**src/rtl/out_post.sv**
```systemverilog
// ============================================================================
//  Module   : out_post
//  Purpose  : Output post-processing: bias add, rounding shift, ReLU, saturate.
//  Revision : 1.0
// ============================================================================
`default_nettype none

module out_post #(
    parameter int DW  = 32,
    parameter int OW  = 16,
    parameter int NCH = 16
) (
    input  logic                 clk,
    input  logic                 rst_n,
    input  logic                 outr,
    input  logic [3:0]           ra,
    input  logic [12:0]          oa,
    input  logic signed [DW-1:0] acc,
    input  logic [3:0]           od,
    input  logic [3:0]           shift,
    input  logic                 relu_en,
    input  logic                 bwe,
    input  logic [3:0]           bwa,
    input  logic signed [OW-1:0] bwd,
    input  logic                 clr_cnt,
    output logic                 dst_we,
    output logic [12:0]          dst_wa,
    output logic [OW-1:0]        dst_wd,
    output logic                 done,
    output logic                 busy,
    output logic [15:0]          sat_cnt
);

    localparam int TW = DW + 2;
    localparam logic [OW-1:0]        OMAX = {1'b0, {(OW-1){1'b1}}};
    localparam logic [OW-1:0]        OMIN = {1'b1, {(OW-1){1'b0}}};
    localparam logic signed [TW-1:0] QMAX = {{(TW-OW){1'b0}}, OMAX};
    localparam logic signed [TW-1:0] QMIN = {{(TW-OW){1'b1}}, OMIN};

    logic signed [OW-1:0] r_bias [NCH];

    logic                 r_v1;
    logic signed [DW-1:0] r_acc;
    logic [3:0]           r_ra;
    logic [12:0]          r_oa1;
    logic signed [OW-1:0] r_b1;

    logic                 r_v2;
    logic signed [TW-1:0] r_t2;
    logic [12:0]          r_oa2;
    logic                 r_last2;
    logic                 r_sat3;

    logic signed [OW-1:0] w_b1;
    logic [TW-1:0]        w_rnd;
    logic signed [TW-1:0] w_t2;
    logic signed [TW-1:0] w_q;
    logic [OW-1:0]        w_res;
    logic                 w_sat;

    // Same-cycle write to the channel being read is forwarded to the read.
    assign w_b1 = (bwe && (bwa == ra)) ? bwd : r_bias[ra];

    assign w_rnd = (shift == 4'd0) ? '0 : (TW'(1) << (shift - 4'd1));
    assign w_t2  = {{2{r_acc[DW-1]}}, r_acc}
                 + {{(TW-OW){r_b1[OW-1]}}, r_b1}
                 + w_rnd;

    assign w_q = r_t2 >>> shift;

    always_comb begin
        w_res = w_q[OW-1:0];
        w_sat = 1'b0;
        if (relu_en && w_q[TW-1]) begin
            w_res = '0;
        end else if (w_q > QMAX) begin
            w_res = OMAX;
            w_sat = 1'b1;
        end else if (w_q < QMIN) begin
            w_res = OMIN;
            w_sat = 1'b1;
        end
    end

    always_ff @(posedge clk or negedge rst_n) begin
        if (!rst_n) begin
            for (int i = 0; i < NCH; i++) begin
                r_bias[i] <= '0;
            end
        end else if (bwe) begin
            r_bias[bwa] <= bwd;
        end
    end

    always_ff @(posedge clk or negedge rst_n) begin
        if (!rst_n) begin
            r_v1    <= 1'b0;
            r_acc   <= '0;
            r_ra    <= '0;
            r_oa1   <= '0;
            r_b1    <= '0;
            r_v2    <= 1'b0;
            r_t2    <= '0;
            r_oa2   <= '0;
            r_last2 <= 1'b0;
            dst_we  <= 1'b0;
            dst_wa  <= '0;
            dst_wd  <= '0;
            done    <= 1'b0;
            r_sat3  <= 1'b0;
        end else begin
            r_v1    <= outr;
            r_acc   <= acc;
            r_ra    <= ra;
            r_oa1   <= oa;
            r_b1    <= w_b1;
            r_v2    <= r_v1;
            r_t2    <= w_t2;
            r_oa2   <= r_oa1;
            r_last2 <= (r_ra == od);
            dst_we  <= r_v2;
            dst_wa  <= r_oa2;
            dst_wd  <= w_res;
            done    <= r_v2 & r_last2;
            r_sat3  <= r_v2 & w_sat;
        end
    end

    // Counter updates one edge after the write it reflects; clear wins.
    always_ff @(posedge clk or negedge rst_n) begin
        if (!rst_n) begin
            sat_cnt <= '0;
        end else if (clr_cnt) begin
            sat_cnt <= '0;
        end else if (dst_we && r_sat3 && (sat_cnt != 16'hFFFF)) begin
            sat_cnt <= sat_cnt + 16'd1;
        end
    end

    assign busy = r_v1 | r_v2 | dst_we;

endmodule

`default_nettype wire
```
**config.mk**
```make
export PLATFORM = sky130hd
export DESIGN_NAME = out_post
export DESIGN_NICKNAME = d
export VERILOG_FILES = /design/src/rtl/out_post.sv
export SDC_FILE = /design/constraint.sdc
export NUM_CORES = 1
export LEC_CHECK = 0
export CAP_MARGIN = 5
export CORE_ASPECT_RATIO = 2
export CORE_MARGIN = 5
export CORE_UTILIZATION = 60
export DETAILED_ROUTE_END_ITERATION = 12
export GPL_TIMING_DRIVEN = 0
export PLACE_DENSITY = 0.81
export SYNTH_ARGS = -nofsm -noshare
export SYNTH_HDL_FRONTEND = slang
export SYNTH_SLANG_ARGS = --single-unit
```
**constraint.sdc**
```tcl
create_clock -name clk -period 4.6 [get_ports clk]
set_input_delay 0.69 -clock clk [delete_from_list [all_inputs] [get_ports clk]]
set_output_delay 0.69 -clock clk [all_outputs]
set_load 0.01 [all_outputs]
```
==> impl_metrics.csv <==
group,metric,value,unit
final_layout,fillerInstances,2401,
place,dp_hpwl,38400,um
yosys,synth-edff-count,0,
critical_path,cp_data_arrival_time,4.80,ns
timing,timing_hold_violations_final,0,
yosys,synthTopCellsByArea,"sky130_fd_sc_hd__dfrtp_1 (50%), sky130_fd_sc_hd__mux2_2 (16%), sky130_fd_sc_hd__mux4_2 (9.9%), sky130_fd_sc_hd__ha_1 (3.1%), sky130_fd_sc_hd__nor2_1 (2.0%)",
floorplanning,floorplan.die.width,142,um
power,power_density,507,nW/um2
cts,cts_root_buffer,"sky130_fd_sc_hd__clkbuf_16",
critical_path,slowest_stage,"sky130_fd_sc_hd__fa_1",
floorplanning,boundaryPins,131,
grt,first_global_vias,15500,
final_layout,final_layout_size_suffix_gt1_share,27.5,%
cts,tritoncts,"yes",
grt,wire_length_of_the_first_global_routing_pass,81900,um
detailed_routing,wl,51100,um
power,leakage,10.4,nW
job,timing.max_cap.violations,0,
yosys,netlist_area_before_placement,20900,um2
cts,tritoncts.num_buffers,38,
timing,unrepaired_setup_endpoints_after_global_routing,"false",
yosys,dominantRegCellSynth,"sky130_fd_sc_hd__dfrtp_1",
place,gpl_wtd_cong,0.934,
yosys,synth_top_cell_area_share,50.2,%
detailed_routing,drc,0,
timing,finClkSkew,0.0181,ns
yosys,netlist-cell-type-count,70,
detailed_routing,detailroute.via_count,14000,
min_path,hold_class,"primary input to async pin",
final_layout,multiInputGateArea,10000,um2
floorplanning,floorplan.rows,96,
cts,clk_transition_reported_paths,0.06,ns
timing,worst_slew_margin_rel,20.5,%
detailed_routing,drtPass1Iterations,5,
final_layout,area_growth_syn_to_layout,16.1,%
cts,tritoncts_num_sinks,419,
cts,cts_max_level,2,
floorplanning,floorplan.initialDensity,60.8,%
run_status,run_status,"complete, no violations",
yosys,postSynthNetCount,1757,
floorplanning,vertical_die_dimension,274,um
critical_path,critical-path-max-stage-delay,0.47,ns
grt,globalRouteOverflowTotal,0,
timing,timing.final.crit_share,94.5,%
critical_path,crit_chain,"buf_2 > buf_2 > buf_2 > buf_4 > nand2_1 > nor2_2 > inv_1 > fa_1 > nor2b_1 > o31a_1 > o21ai_1 > a21oi_2 > a31oi_1 > and2_1 > or4_1 > clkbuf_4 > nor4_4 > xnor2_1",
timing,finalMaxSlewViolations,0,
yosys,synth.avg_cell_area,12.9,um2
yosys,yosys_warnings,0,
final_layout,final-seq-area,10500,um2
detailed_routing,drt_iter0_drc,839,
critical_path,crit_top_cell,"sky130_fd_sc_hd__buf_2",
timing,worst_slew_pin_slew,1.19,ns
timing,timing.final.crit_period,4.35,ns
place,port_buffers,127,
critical_path,worstPathBufferInverterCount,6,
yosys,yosys_register_bits,419,
cts,ctsLongestPathBuffers,3,
power,irDropWorstVdd,0.399,mV
timing,clock.fmax,0.230,GHz
yosys,largest_area_contributor_in_the_synthesized_netlist,"sky130_fd_sc_hd__dfrtp_1",
critical_path,crit_fanout,19,
final_layout,layout.cell_area.non_filler,24300,um2
critical_path,setup.worst_path.start_class,"primary input",
critical_path,timing.critical_path.max_delay_family,"buffers and inverters",
grt,number_of_antenna_violations_at_the_first_check_in_global_routing,1,
detailed_routing,final_antenna_net_count,0,
yosys,synth.most_common_cell,"sky130_fd_sc_hd__dfrtp_1",
final_layout,num-nets-final,1929,
timing,final.setup.tns,0,ns
cts,cts-hold-fix-buffers,0,
critical_path,required,5.06,ns
timing,setup_viol_count_final,0,
detailed_routing,viasPerCell,6.17,
critical_path,timing.setup.critical_path_class,"primary input to flip-flop",
yosys,synth_async_sr_flop_share,100,%
cts,clk-insertion-delay-late,0.55,ns
floorplanning,floorplan.core_area,34400,um2
detailed_routing,post_drt_wl_per_cell,22.6,um
floorplanning,die-area,38900,um2
grt,grt_start_max_net_pins,136,
critical_path,crit_path_end_kind,"flip-flop",
place,dpl-instance-area,22800,um2
yosys,synth.top_cells.by_count,"sky130_fd_sc_hd__dfrtp_1 (419), sky130_fd_sc_hd__mux2_2 (288), sky130_fd_sc_hd__nor2_1 (109)",
grt,track_usage,27.1,%
final_layout,antennaDiodeCount,0,
yosys,synthesis.instances,1621,
yosys,synth.yosys.seq_area_share,50.2,%
[cell families after synthesis]
| kind of cell | after synthesis | share of synthesized area, % |
|---|---|---|
| buffers and inverters | 118 | 2.22 |
| flip-flops | 419 | 50.2 |
| XOR/XNOR | 70 | 2.93 |
| AO/OA/AOI/OAI | 213 | 6.87 |
| multiplexers | 408 | 26.8 |
| AND/OR/NAND/NOR | 340 | 7.77 |
| adder cells (fa/ha/maj) | 53 | 3.25 |
[report_power, final]
group	switching (W)	total (W)	internal, W
clock	0.00141	0.00328	0.00187
combinational	0.00203	0.00403	0.00200
sequential	0.000469	0.00499	0.00452
[metrics by stage]
step                      cells  utilization (%)  hold slack, ns  total power (W)  worst slack, ns
after CTS                  2257             70.4          0.0789           0.0123           0.0489
after floorplan            1621                -           0.331          0.00776          0.00143
after global routing       2260             70.6           0.101           0.0130          0.00543
final                      2260             70.6          0.0693           0.0123            0.254
after global placement     2189             66.1           0.332          0.00877           -13.94
after detailed placement   2193             66.4           0.336          0.00896            -1.65
[flip-flops by register name (all words and copies together) (netlist names)]
signal   cells
r_sat3       1
r_acc       32
r_t2        34
r_v2         1
dst_wd      16
dst_we       1
r_b1        16
r_v1         1
r_last2      1
dst_wa      13
r_ra         4
r_bias     256
done         1
r_oa2       13
r_oa1       13
sat_cnt     16
[metal layers]
metal | routed length, um | global-route usage (%)
met5 | 0 | 0
met4 | 3960 | 17.6
met3 | 1710 | 3.09
met2 | 28900 | 51.8
met1 | 16500 | 26.7
[final cells by class]
| class | instances | share of cell area, % |
|---|---|---|
| plain buffers | 88 | 1.61 |
| clock buffers | 52 | 4.55 |
| clock inverters | 14 | 0.789 |
| inverters | 25 | 0.418 |
| multi-input cells | 1084 | 41.3 |
| flip-flops and latches | 419 | 43.2 |
| well taps | 441 | 2.27 |
| repair buffers | 137 | 5.84 |
[cell usage in the layout (no fill, tap or decap), types with 12 or more instances in the layout]
cell and n:
sky130_fd_sc_hd__dfrtp_1 419, sky130_fd_sc_hd__mux2_2 288, sky130_fd_sc_hd__clkdlybuf4s50_1 124, sky130_fd_sc_hd__nor2_1 106, sky130_fd_sc_hd__nand2_1 94, sky130_fd_sc_hd__mux4_2 92
sky130_fd_sc_hd__clkbuf_1 65, sky130_fd_sc_hd__a21oi_1 65, sky130_fd_sc_hd__ha_1 49, sky130_fd_sc_hd__o21ai_0 41, sky130_fd_sc_hd__clkbuf_16 38, sky130_fd_sc_hd__xnor2_1 37
sky130_fd_sc_hd__xor2_1 33, sky130_fd_sc_hd__mux2i_1 28, sky130_fd_sc_hd__inv_1 23, sky130_fd_sc_hd__nand3_1 19, sky130_fd_sc_hd__nor3_1 18, sky130_fd_sc_hd__nand2b_1 16
sky130_fd_sc_hd__a21o_1 16, sky130_fd_sc_hd__o21a_1 15, sky130_fd_sc_hd__nor2b_1 12, sky130_fd_sc_hd__nand4_1 12, sky130_fd_sc_hd__and3_1 12
[path summary, 6_finish.rpt]
| path | start | endpoint | slack, ns | cells past startpoint |
|---|---|---|---|---|
| worst min-delay path | rst_n | sat_cnt[8] | 0.07 | 1 |
| min in group clk | r_oa2[1] | dst_wa[1] | 0.34 | 0 |
| worst max register to register | r_acc[9] | r_t2[33] | 0.27 | 15 |
| max in group asynchronous | rst_n | r_bias[229] | 3.09 | 3 |
| worst min register to register | r_oa2[1] | dst_wa[1] | 0.34 | 0 |
| worst max-delay path | shift[1] | r_t2[32] | 0.25 | 18 |
[repair_timing]
action | CTS | global route
pin swaps | 2 | 5
resized for setup | 15 | 23
setup endpoints to repair | 20 | 12
buffers inserted | 2 | 4
(Power assumes the default switching activity.)
